===== config.mk =====
export PLATFORM = sky130hd
export DESIGN_NAME = pc_branch_ctrl
export DESIGN_NICKNAME = d
export VERILOG_FILES = /design/src/rtl/pc_ctrl_pkg.sv /design/src/rtl/branch_lut.sv /design/src/rtl/pc_branch_ctrl.sv
export SDC_FILE = /design/constraint.sdc
export NUM_CORES = 1
export LEC_CHECK = 0
export CAP_MARGIN = 5
export CELL_PAD_IN_SITES_DETAIL_PLACEMENT = 0
export CELL_PAD_IN_SITES_GLOBAL_PLACEMENT = 1
export CORE_MARGIN = 2
export CORE_UTILIZATION = 31
export DETAILED_ROUTE_END_ITERATION = 10
export PLACE_DENSITY_LB_ADDON = 0.1
export SKIP_CTS_REPAIR_TIMING = 1
export SLEW_MARGIN = 25
export SYNTH_ARGS = -nofsm -noshare
export SYNTH_HDL_FRONTEND = slang
export SYNTH_SLANG_ARGS = --single-unit

===== constraint.sdc =====
create_clock -name clk -period 3.65 [get_ports clk]
set_input_delay 0.73 -clock clk [delete_from_list [all_inputs] [get_ports clk]]
set_output_delay 0.73 -clock clk [all_outputs]
set_load 0.01 [all_outputs]

===== src/rtl/pc_ctrl_pkg.sv =====
// Shared types and constants for the PC sequencer / branch unit.
// Holds the branch condition codes, run/halt states and the target table.
package pc_ctrl_pkg;

    localparam int PC_W_DEF  = 10;
    localparam int IDX_W_DEF = 5;

    typedef enum logic [1:0] {
        ALWAYS = 2'b00,
        EQ     = 2'b01,
        LT     = 2'b10,
        LTE    = 2'b11
    } branch_cond_e;

    typedef enum logic [1:0] {
        IDLE = 2'b00,
        RUN  = 2'b01,
        DONE = 2'b10
    } state_e;

    // Branch-target table contents: entry i is 8*i.
    // The caller truncates to its PC width, giving 8*i mod 2^PC_W.
    function automatic logic [31:0] lut_entry(input int unsigned i);
        return 32'(8 * i);
    endfunction

endpackage


===== src/rtl/branch_lut.sv =====
// Combinational branch-target lookup: idx selects a constant PC target.
// Ports: idx (IDX_W) in, target (PC_W) out.
module branch_lut
    import pc_ctrl_pkg::*;
#(
    parameter int PC_W  = PC_W_DEF,
    parameter int IDX_W = IDX_W_DEF
) (
    input  logic [IDX_W-1:0] idx,
    output logic [PC_W-1:0]  target
);

    logic [PC_W-1:0] tbl [2**IDX_W];

    for (genvar i = 0; i < 2**IDX_W; i++) begin : g_tbl
        assign tbl[i] = PC_W'(lut_entry(i));
    end

    assign target = tbl[idx];

endmodule


===== src/rtl/pc_branch_ctrl.sv =====
// PC sequencer with ALU flag register, conditional branches and run/halt FSM.
// Ports: clk, rst_n, start, stall, halt, flag_wr, alu_equal, alu_lt,
//   branch_en, branch_cond, target_idx in; pc, fetch_en, taken, done,
//   flag_eq, flag_lt, instr_cnt out.
// Define PC_BRANCH_CTRL_INSTR_CNT_EN to build the retired-instruction counter.
module pc_branch_ctrl
    import pc_ctrl_pkg::*;
#(
    parameter int PC_W       = PC_W_DEF,
    parameter int IDX_W      = IDX_W_DEF,
    parameter int START_ADDR = 0
) (
    input  logic             clk,
    input  logic             rst_n,
    input  logic             start,
    input  logic             stall,
    input  logic             halt,
    input  logic             flag_wr,
    input  logic             alu_equal,
    input  logic             alu_lt,
    input  logic             branch_en,
    input  logic [1:0]       branch_cond,
    input  logic [IDX_W-1:0] target_idx,
    output logic [PC_W-1:0]  pc,
    output logic             fetch_en,
    output logic             taken,
    output logic             done,
    output logic             flag_eq,
    output logic             flag_lt,
    output logic [15:0]      instr_cnt
);

    localparam logic [PC_W-1:0] START_PC = PC_W'(START_ADDR);

    state_e          state;
    branch_cond_e    cond;
    logic            cond_true;
    logic [PC_W-1:0] target;

    branch_lut #(
        .PC_W  (PC_W),
        .IDX_W (IDX_W)
    ) u_lut (
        .idx    (target_idx),
        .target (target)
    );

    assign cond = branch_cond_e'(branch_cond);

    // Uses the registered flags, so a same-cycle flag_wr is not seen yet.
    always_comb begin
        cond_true = 1'b0;
        unique case (cond)
            ALWAYS: cond_true = 1'b1;
            EQ:     cond_true = flag_eq;
            LT:     cond_true = flag_lt;
            LTE:    cond_true = flag_lt | flag_eq;
            default: cond_true = 1'b0;
        endcase
    end

    always_ff @(posedge clk or negedge rst_n) begin
        if (!rst_n) begin
            state    <= IDLE;
            pc       <= '0;
            fetch_en <= 1'b0;
            taken    <= 1'b0;
            done     <= 1'b0;
            flag_eq  <= 1'b0;
            flag_lt  <= 1'b0;
        end else begin
            taken <= 1'b0;
            unique case (state)
                IDLE, DONE: begin
                    if (start) begin
                        state    <= RUN;
                        pc       <= START_PC;
                        fetch_en <= 1'b1;
                        done     <= 1'b0;
                    end
                end
                RUN: begin
                    if (!stall) begin
                        if (flag_wr) begin
                            flag_eq <= alu_equal;
                            flag_lt <= alu_lt;
                        end
                        if (halt) begin
                            state    <= DONE;
                            fetch_en <= 1'b0;
                            done     <= 1'b1;
                        end else if (branch_en && cond_true) begin
                            pc    <= target;
                            taken <= 1'b1;
                        end else begin
                            pc <= pc + 1'b1;
                        end
                    end
                end
                default: begin
                    state    <= IDLE;
                    fetch_en <= 1'b0;
                    done     <= 1'b0;
                end
            endcase
        end
    end

`ifdef PC_BRANCH_CTRL_INSTR_CNT_EN
    logic [15:0] cnt;

    always_ff @(posedge clk or negedge rst_n) begin
        if (!rst_n) begin
            cnt <= '0;
        end else if (state != RUN && start) begin
            cnt <= '0;
        end else if (state == RUN && !stall && cnt != 16'hFFFF) begin
            cnt <= cnt + 16'd1;
        end
    end

    assign instr_cnt = cnt;
`else
    assign instr_cnt = 16'd0;
`endif

endmodule


==> impl_metrics.json, run 1 <==
{
  "outcome": "finished clean",
  "nNetsFinal": 159,
  "ys.flop_type": "dfrtp_1",
  "synth_fa_ha_area_share_pct": 1.244,
  "syn_to_final_growth_pct": 30.72,
  "place.gp.congestion": 0.8088,
  "synth_top_family_by_area": "simple AND/OR/NAND/NOR gates",
  "place_inst": 181,
  "yosys_warnings": 0,
  "start_util_pct": 32.68,
  "grt_pass1_wl_mm": 3.788,
  "dpl-instance-area_um2": 1292,
  "pwr-share-clk_pct": 15.7,
  "die_h_um": 60.97,
  "final_hold_viol_count": 0,
  "slew_viol_final": 0,
  "critPathKind": "in -> reg",
  "vias_per_cell": 4.864,
  "fin_area_um2": 1315,
  "cts-root-buf": "clkbuf_4",
  "cts.reportedPaths.clkPinSlew_ps": 100,
  "synth_async_sr_flop_share_pct": 100.0,
  "cp_max_fo": 11,
  "cts_buffers": 3,
  "clk_latency_ps": 280,
  "tightestPinTransition_ps": 863.1,
  "ant_nets": 0,
  "drc": 0,
  "die_w_um": 60.97,
  "final_layout_size_suffix_gt1_share_pct": 6.429,
  "synthMuxAreaShare_pct": 3.234,
  "internal_power_mw": 0.3850,
  "hold_class": "reg -> reg",
  "fp-row-count": 20,
  "vias": 895,
  "p_comb_share_pct": 40.8,
  "synth_top_cell_area_share_pct": 39.80,
  "seqPwrFrac_pct": 43.5,
  "drv_cap": 0,
  "drt_iter0_markers": 19,
  "synth-xor-area-share_pct": 0,
  "startpoint_type": "primary input",
  "final_cell_count_no_fill": 184,
  "p_switching_mw": 0.2258,
  "synth_edf_count": 0,
  "grt_use_total_pct": 13.87,
  "yosys-top-cells-area": "dfrtp_1 40%, buf_4 12%, nand2_1 4.5%",
  "clockBufferDepth": 2,
  "final.min_clock_period_ps": 2338,
  "fin_skew_ps": 5.137,
  "ios": 47,
  "setup_viol": 0,
  "coreArea_um2": 3078,
  "htreeDepth": 1,
  "synth_compound_area_share_pct": 18.91,
  "tns_ps": 0,
  "routed_wl_mm": 2.350,
  "syn_avg_cell_area_um2": 9.145,
  "ir_worst_vdd_mv": 0.1878,
  "arrival_ps": 2550,
  "diodes": 0,
  "fill_cells": 318,
  "endpoint_kind": "flip-flop",
  "grt_pass1_vias": 765,
  "worstPathRequired_ps": 3860,
  "p_leak_nw": 0.5354,
  "post-route-period-util_pct": 64.07,
  "switching_share_pct": 36.97,
  "drt_first_pass_iters": 4,
  "fmaxAchievable_mhz": 427.6,
  "antenna_found_initial": 0,
  "rsz0062_at_grt": "false",
  "multi_input_area_um2": 510.5,
  "grt_max_degree": 17,
  "portBuffers": 30,
  "final-seq-area_um2": 400.4,
  "place_hpwl_mm": 1.788,
  "yosysSeqAreaShare_pct": 39.80,
  "ys_ff_latch": 16,
  "grt-ovfl-total": 0,
  "synthCells": 110,
  "synth-simple-area-share_pct": 21.39,
  "wl_per_cell_um": 12.77,
  "cts_tree": "done",
  "powerDensity_nw_per_um2": 464.5,
  "synth.cell_area_um2": 1006,
  "slew_headroom_pct": 42.46,
  "die_area_um2": 3717,
  "synth_cell_types": 37,
  "clock_sinks": 16,
  "synth_top_area_cell": "dfrtp_1"
}
metrics by stage:
step / worst slack (ps) / utilization (%) / hold WS (ps) / power, mW
floorplan: 1619 / - / 434.4 / 0.4043
CTS: 1312 / 42.72 / 492.8 / 0.6184
detailed placement: 1010 / 41.99 / 476.5 / 0.5216
global placement: 1076 / 41.99 / 473.4 / 0.5172
global route: 1150 / 42.72 / 500.7 / 0.6603
finish: 1312 / 42.72 / 496.3 / 0.6108
power by group through the flow:
| stage | Clock [mW] | Sequential, mW | Combinational [mW] |
|---|---|---|---|
| after global placement | 0 | 0.269 | 0.248 |
| after global routing | 0.108 | 0.275 | 0.277 |
| after floorplan | 0 | 0.276 | 0.128 |
| final | 0.0962 | 0.265 | 0.249 |
| after detailed placement | 0 | 0.270 | 0.252 |
| after CTS | 0.0989 | 0.267 | 0.253 |
cells by family (layout without fill, tap and decap cells):
kind of cell             Yosys count  in the layout
adder cells (fa/ha/maj)            1              1
AO/OA/AOI/OAI                     26             26
AND/OR/NAND/NOR                   39             39
other                              1             16
multiplexers                       3              3
buffers and inverters             24             39
flip-flops                        16             16
cell type report:
cell class,count,area share (%)
multi-input combinational,85,38.82
sequential,16,30.45
timing repair buffer,31,23.41
tap,44,4.186
clock buffer,3,1.713
inverter,5,1.427
Yosys cell counts (all sizes together) (2+ instances only):
master and number:
a211oi 2, a21oi 3, a31oi 6, nand2 12
inv 5, or3 3, nand3 6, o211ai 3
nand2b 2, nor4 2, nor2 2, mux2 2
o21ai 2, nand4 2, a22oi 4, nor3 3
dfrtp 16, buf 17, clkbuf 2
cells in the final DEF, fill, tap and decap left out, drive strengths merged, types with 3 or more instances in the layout:
cell type / instances
nand3: 6
nor3: 3
or3: 3
inv: 5
clkbuf: 3
a22oi: 4
o211ai: 3
a21oi: 3
nand2: 12
conb: 16
a31oi: 6
dfrtp: 16
clkdlybuf4s50: 30
routing by layer:
| layer | up-vias | wire, um | global-route usage, % |
|---|---|---|---|
| met5 | - | 0 | 0 |
| met4 | 0 | 20 | 5.590 |
| met3 | 2 | 124 | 2.985 |
| met2 | 34 | 1073 | 20.58 |
| met1 | 424 | 1132 | 19.58 |
| li1 | 435 | - | - |
worst paths after layout:
kind | cells past startpoint | start | to | slack, ps
setup / recovery | 6 | stall | pc[9]$_DFFE_PN0P_ | 1310
hold / removal | 1 | pc[9]$_DFFE_PN0P_ | pc[9]$_DFFE_PN0P_ | 500
setup reg to reg | 5 | state[0]$_DFFE_PN0P_ | pc[9]$_DFFE_PN0P_ | 1740
hold reg to reg | 1 | pc[9]$_DFFE_PN0P_ | pc[9]$_DFFE_PN0P_ | 500
max in group asynchronous | 1 | rst_n | pc[6]$_DFFE_PN0P_ | 2270
min in group asynchronous | 1 | rst_n | pc[2]$_DFFE_PN0P_ | 890
sequential cells by signal, indices dropped and copies added, names as in the netlist:
name      flops
flag_eq       1
fetch_en      1
state         2
flag_lt       1
taken         1
pc           10
critical path: stages:
cell	delay [ps]
clkdlybuf4s50_1	550
nor4b_2	70
buf_4	170
a21oi_1	670
inv_1	150
a31oi_1	200
Note: power is estimated with default switching activity, not from simulation.
==> run 2, diff against run 1 <==
--- a/config.mk
+++ b/config.mk
@@ -9,7 +9,7 @@
 export CELL_PAD_IN_SITES_DETAIL_PLACEMENT = 0
 export CELL_PAD_IN_SITES_GLOBAL_PLACEMENT = 1
 export CORE_MARGIN = 2
-export CORE_UTILIZATION = 31
+export CORE_UTILIZATION = 26
 export DETAILED_ROUTE_END_ITERATION = 10
 export PLACE_DENSITY_LB_ADDON = 0.1
 export SKIP_CTS_REPAIR_TIMING = 1
==> constraint.sdc (replaced) <==
create_clock -name clk -period 2.1 [get_ports clk]
set_input_delay 0.42 -clock clk [delete_from_list [all_inputs] [get_ports clk]]
set_output_delay 0.42 -clock clk [all_outputs]
set_load 0.01 [all_outputs]
==> impl_metrics.json, run 2 (synthesis results as in run 1) <==
{
  "outcome": "finished clean",
  "p_switching_mw": 0.3994,
  "dpl-instance-area_um2": 1358,
  "switching_share_pct": 34.61,
  "vias_per_cell": 4.577,
  "final_common_cell": "clkdlybuf4s50_1",
  "start_util_pct": 27.27,
  "critPathKind": "in -> reg",
  "setup_viol": 0,
  "worstPathRequired_ps": 2290,
  "internal_power_mw": 0.7547,
  "coreArea_um2": 3689,
  "antenna_found_initial": 0,
  "grt_pass1_wl_mm": 4.167,
  "rsz0062_at_grt": "false",
  "place_inst": 193,
  "cts-root-buf": "clkbuf_8",
  "r2r_slack_ps": 290,
  "slew_headroom_pct": 42.43,
  "arrival_ps": 2100,
  "clk_latency_ps": 250,
  "final.min_clock_period_ps": 1915,
  "ant_nets": 0,
  "cp_cell_sequence": "clkdlybuf4s50_1 -> or4b_1 -> buf_4 -> a211oi_4 -> a22oi_1 -> nand2_1",
  "grt_pass1_vias": 876,
  "pwr-share-clk_pct": 20.2,
  "portBuffers": 30,
  "multi_input_area_um2": 510.5,
  "final-seq-area_um2": 400.4,
  "fill_cells": 394,
  "seqPwrFrac_pct": 40.0,
  "p_comb_share_pct": 39.9,
  "hold_class": "reg -> reg",
  "grt_max_degree": 17,
  "routed_wl_mm": 2.628,
  "cp.buffers_inverters": 2,
  "layout_top_registers": "pc: 10 flops, state: 2 flops",
  "cts_tree": "done",
  "syn_to_final_growth_pct": 39.05,
  "crit_path_end": "pc[6]$_DFFE_PN0P_",
  "nNetsFinal": 167,
  "drv_cap": 0,
  "p_leak_nw": 0.5814,
  "wl_per_cell_um": 13.41,
  "place.gp.congestion": 0.7448,
  "cp_max_fo": 6,
  "drt_first_pass_iters": 4,
  "final_core_util_pct": 37.92,
  "cp_slowest_cell": "or4b_1",
  "fp-row-count": 22,
  "die_h_um": 66.20,
  "layout_common_cells": "30 x clkdlybuf4s50_1, 16 x conb_1, 16 x dfrtp_1",
  "post-route-period-util_pct": 91.21,
  "worstSetupPathDepth": 6,
  "ios": 47,
  "htreeDepth": 1,
  "final_layout_size_suffix_gt1_share_pct": 11.49,
  "die_area_um2": 4382,
  "final_cell_count_no_fill": 196,
  "crit_path_start": "halt",
  "cts.reportedPaths.clkPinSlew_ps": 60,
  "diodes": 0,
  "vias": 897,
  "r2r_start": "state[1]$_DFFE_PN0P_",
  "grt_use_total_pct": 12.80,
  "clock_sinks": 16,
  "fmaxAchievable_mhz": 522.1,
  "startpoint_type": "primary input",
  "ir_worst_vdd_mv": 0.4492,
  "rr_endpoint": "pc[6]$_DFFE_PN0P_",
  "final_hold_viol_count": 0,
  "drc": 0,
  "tns_ps": 0,
  "drt_iter0_markers": 54,
  "slowest_delay_ps": 570,
  "cts_buffers": 3,
  "powerDensity_nw_per_um2": 825.1,
  "cp_top_family": "simple AND/OR/NAND/NOR gates",
  "endpoint_kind": "flip-flop",
  "fin_skew_ps": 0.8462,
  "tightestPinTransition_ps": 863.6,
  "finalPower_mw": 1.154,
  "fin_area_um2": 1399,
  "regMostFlops": "pc",
  "largest_reg_flops": 10,
  "clockBufferDepth": 2,
  "place_hpwl_mm": 2.002,
  "slew_viol_final": 0,
  "rr_worst_depth": 5,
  "die_w_um": 66.20,
  "grt-ovfl-total": 0
}
==> run 2: layout make-up <==
type / instances / share of cell area (%)
sequential: 16 / 28.62
multi-input combinational: 85 / 36.49
inverter: 5 / 1.342
tap: 48 / 4.293
clock buffer: 3 / 2.952
timing repair buffer: 39 / 26.30
==> run 2: worst min-delay path by stage <==
stage | to | startpoint | depth (start not counted)
2_1_floorplan | fetch_en$_DFFE_PN0P_ | rst_n | 0
6_report | pc[9]$_DFFE_PN0P_ | pc[9]$_DFFE_PN0P_ | 1
4_1_cts | pc[2]$_DFFE_PN0P_ | rst_n | 2
3_5_place_dp | pc[9]$_DFFE_PN0P_ | pc[9]$_DFFE_PN0P_ | 1
5_1_grt | pc[4]$_DFFE_PN0P_ | rst_n | 2
3_3_place_gp | pc[9]$_DFFE_PN0P_ | pc[9]$_DFFE_PN0P_ | 1
==> run 2: power by group through the flow <==
stage	combinational (mW)	clock, mW	sequential (mW)
after floorplan	0.222	0	0.480
after global placement	0.465	0	0.465
after detailed placement	0.467	0	0.466
after CTS	0.468	0.244	0.461
after global routing	0.508	0.264	0.475
final	0.460	0.233	0.461
==> run 2: per-layer routing <==
layer  global-route usage [%]  up-vias  part of all wire (%)
met1                    16.02      416                    44
met2                    21.38       33                    49
met5                        0        -                     0
met4                    3.061        0                  0.72
met3                    3.918        2                   5.6
li1                         -      446                     -
==> run 2: through the flow <==
| step | hold WS, ps | worst slack, ps |
|---|---|---|
| 4_1_cts | 501.5 | 153.3 |
| 5_1_grt | 498.9 | 25.10 |
| 3_5_place_dp | 491.5 | -107.9 |
| 6_report | 492.8 | 184.6 |
| 2_1_floorplan | 124.4 | 331.6 |
| 3_3_place_gp | 492.6 | -134.4 |
==> run 3, diff against run 2 <==
--- a/config.mk
+++ b/config.mk
@@ -6,10 +6,10 @@
 export NUM_CORES = 1
 export LEC_CHECK = 0
 export CAP_MARGIN = 5
-export CELL_PAD_IN_SITES_DETAIL_PLACEMENT = 0
-export CELL_PAD_IN_SITES_GLOBAL_PLACEMENT = 1
+export CELL_PAD_IN_SITES_DETAIL_PLACEMENT = 2
+export CELL_PAD_IN_SITES_GLOBAL_PLACEMENT = 2
 export CORE_MARGIN = 2
-export CORE_UTILIZATION = 26
+export CORE_UTILIZATION = 20
 export DETAILED_ROUTE_END_ITERATION = 10
 export PLACE_DENSITY_LB_ADDON = 0.1
 export SKIP_CTS_REPAIR_TIMING = 1
==> constraint.sdc (replaced) <==
create_clock -name clk -period 1.6 [get_ports clk]
set_input_delay 0.32 -clock clk [delete_from_list [all_inputs] [get_ports clk]]
set_output_delay 0.32 -clock clk [all_outputs]
set_load 0.01 [all_outputs]
==> impl_metrics.json, run 3 (synthesis results as in run 1) <==
{
  "outcome": "complete, but fails checks",
  "violations": "negative setup slack",
  "antenna_found_initial": 0,
  "final.min_clock_period_ps": 1659,
  "wl_per_cell_um": 14.26,
  "regMostFlops": "pc",
  "ir_worst_vdd_mv": 0.4446,
  "hold_class": "in -> async",
  "final_hold_viol_count": 0,
  "critPathKind": "reg -> out",
  "drc": 0,
  "fin_skew_ps": 2.357,
  "cts.reportedPaths.clkPinSlew_ps": 70,
  "cp_slowest_cell": "clkdlybuf4s50_1",
  "cp_top_family": "buffers and inverters",
  "cp.buffers_inverters": 1,
  "drt_iter0_markers": 36,
  "grt_pass1_wl_mm": 5.195,
  "cts_tree": "done",
  "die_area_um2": 5613,
  "diodes": 0,
  "layout_setup_ws_ps": -59.33,
  "hold_slack_ps": 395.3,
  "drv_cap": 0,
  "grt_use_total_pct": 12.12,
  "clk_latency_ps": 250,
  "die_w_um": 74.92,
  "grt_max_degree": 17,
  "tns_ps": -279.5,
  "clockBufferDepth": 2,
  "start_util_pct": 21.02,
  "rr_worst_depth": 4,
  "ant_nets": 0,
  "layout_common_cells": "26 x clkdlybuf4s50_1, 17 x buf_4, 16 x conb_1",
  "largest_reg_flops": 10,
  "r2r_slack_ps": -50,
  "drt_first_pass_iters": 2,
  "worstSetupPathDepth": 1,
  "slew_viol_final": 0,
  "layout_top_registers": "pc: 10 flops, state: 2 flops",
  "grt-ovfl-total": 0,
  "final_common_cell": "clkdlybuf4s50_1",
  "final_layout_size_suffix_gt1_share_pct": 23.57,
  "setup_viol": 9,
  "powerDensity_nw_per_um2": 1089,
  "cts-root-buf": "clkbuf_8",
  "endpoint_kind": "output port",
  "portBuffers": 30,
  "routed_wl_mm": 3.195,
  "arrival_ps": 1340,
  "slowest_delay_ps": 590,
  "crit_path_end": "pc[5]",
  "rr_endpoint": "pc[3]$_DFFE_PN0P_",
  "startpoint_type": "flip-flop",
  "rsz0062_at_grt": "true",
  "vias_per_cell": 4.393,
  "place.gp.congestion": 0.7793,
  "die_h_um": 74.92,
  "nNetsFinal": 175,
  "fp-row-count": 25,
  "place_hpwl_mm": 2.460,
  "cp_max_fo": 7,
  "clock_sinks": 16,
  "coreArea_um2": 4786,
  "post-route-period-util_pct": 103.7,
  "ios": 47,
  "syn_to_final_growth_pct": 54.98,
  "r2r_start": "state[1]$_DFFE_PN0P_",
  "fmaxAchievable_mhz": 602.7,
  "cts_buffers": 3,
  "htreeDepth": 1,
  "crit_path_start": "pc[5]$_DFFE_PN0P_",
  "vias": 984,
  "worstPathRequired_ps": 1280,
  "cp_cell_sequence": "clkdlybuf4s50_1",
  "finalPower_mw": 1.698,
  "grt_pass1_vias": 1059,
  "p_leak_nw": 0.6937
}
-- run 3: changes by cell type in the layout (fill, tap and decap cells not counted), moves of 2 or more --
cell | before | now
buf_4 | 9 | 17
clkdlybuf4s50_1 | 30 | 26
dfrtp_1 | 16 | 14
dfrtp_2 | 0 | 2
dlymetal6s2s_1 | 0 | 4
nor4_1 | 2 | 0
nor4_2 | 0 | 2
-- run 3: cell type report --
cell class	count	area, um2
Inverter	5	18.77
Timing Repair Buffer	47	437.9
Fill cell	546	3227
Clock buffer	4	55.05
Sequential cell	16	402.9
Multi-Input combinational cell	85	560.5
Tap cell	67	83.83
-- run 3: per-layer routing --
metal / share of wire (%) / wire, um / vias up / global-route usage (%)
li1: - / - / 462 / -
met1: 42 / 1335 / 492 / 14.51
met2: 52 / 1676 / 28 / 21.73
met3: 5.1 / 162 / 2 / 3.347
met4: 0.66 / 21 / 0 / 2.381
met5: 0 / 0 / - / 0
-- run 3: report_power, final --
group	switching, mW	internal, mW
registers	0.105	0.499
logic	0.328	0.393
clock network	0.155	0.219
total	0.588	1.11
-- run 3: how the worst min path moves through the flow --
stage | startpoint | endpoint | slack [ps] | cells past startpoint
6_report | rst_n | pc[2]$_DFFE_PN0P_ | 400 | 2
5_1_grt | rst_n | pc[2]$_DFFE_PN0P_ | 420 | 2
4_1_cts | rst_n | pc[6]$_DFFE_PN0P_ | 400 | 2
3_5_place_dp | pc[9]$_DFFE_PN0P_ | pc[9]$_DFFE_PN0P_ | 500 | 1
3_3_place_gp | pc[9]$_DFFE_PN0P_ | pc[9]$_DFFE_PN0P_ | 490 | 1
2_1_floorplan | rst_n | fetch_en$_DFFE_PN0P_ | 20 | 0
-- run 3: through the flow --
| stage | instances | utilization [%] | area (um2) | setup slack [ps] |
|---|---|---|---|---|
| final | 224 | 32.58 | 1559 | -59.33 |
| after detailed placement | 219 | 30.17 | 1444 | -520.6 |
| after floorplan | 125 | - | 1079 | -34.96 |
| after global placement | 219 | 30.17 | 1444 | -459.1 |
| after global routing | 224 | 32.58 | 1559 | -160.9 |
| after CTS | 223 | 31.32 | 1499 | -248.0 |
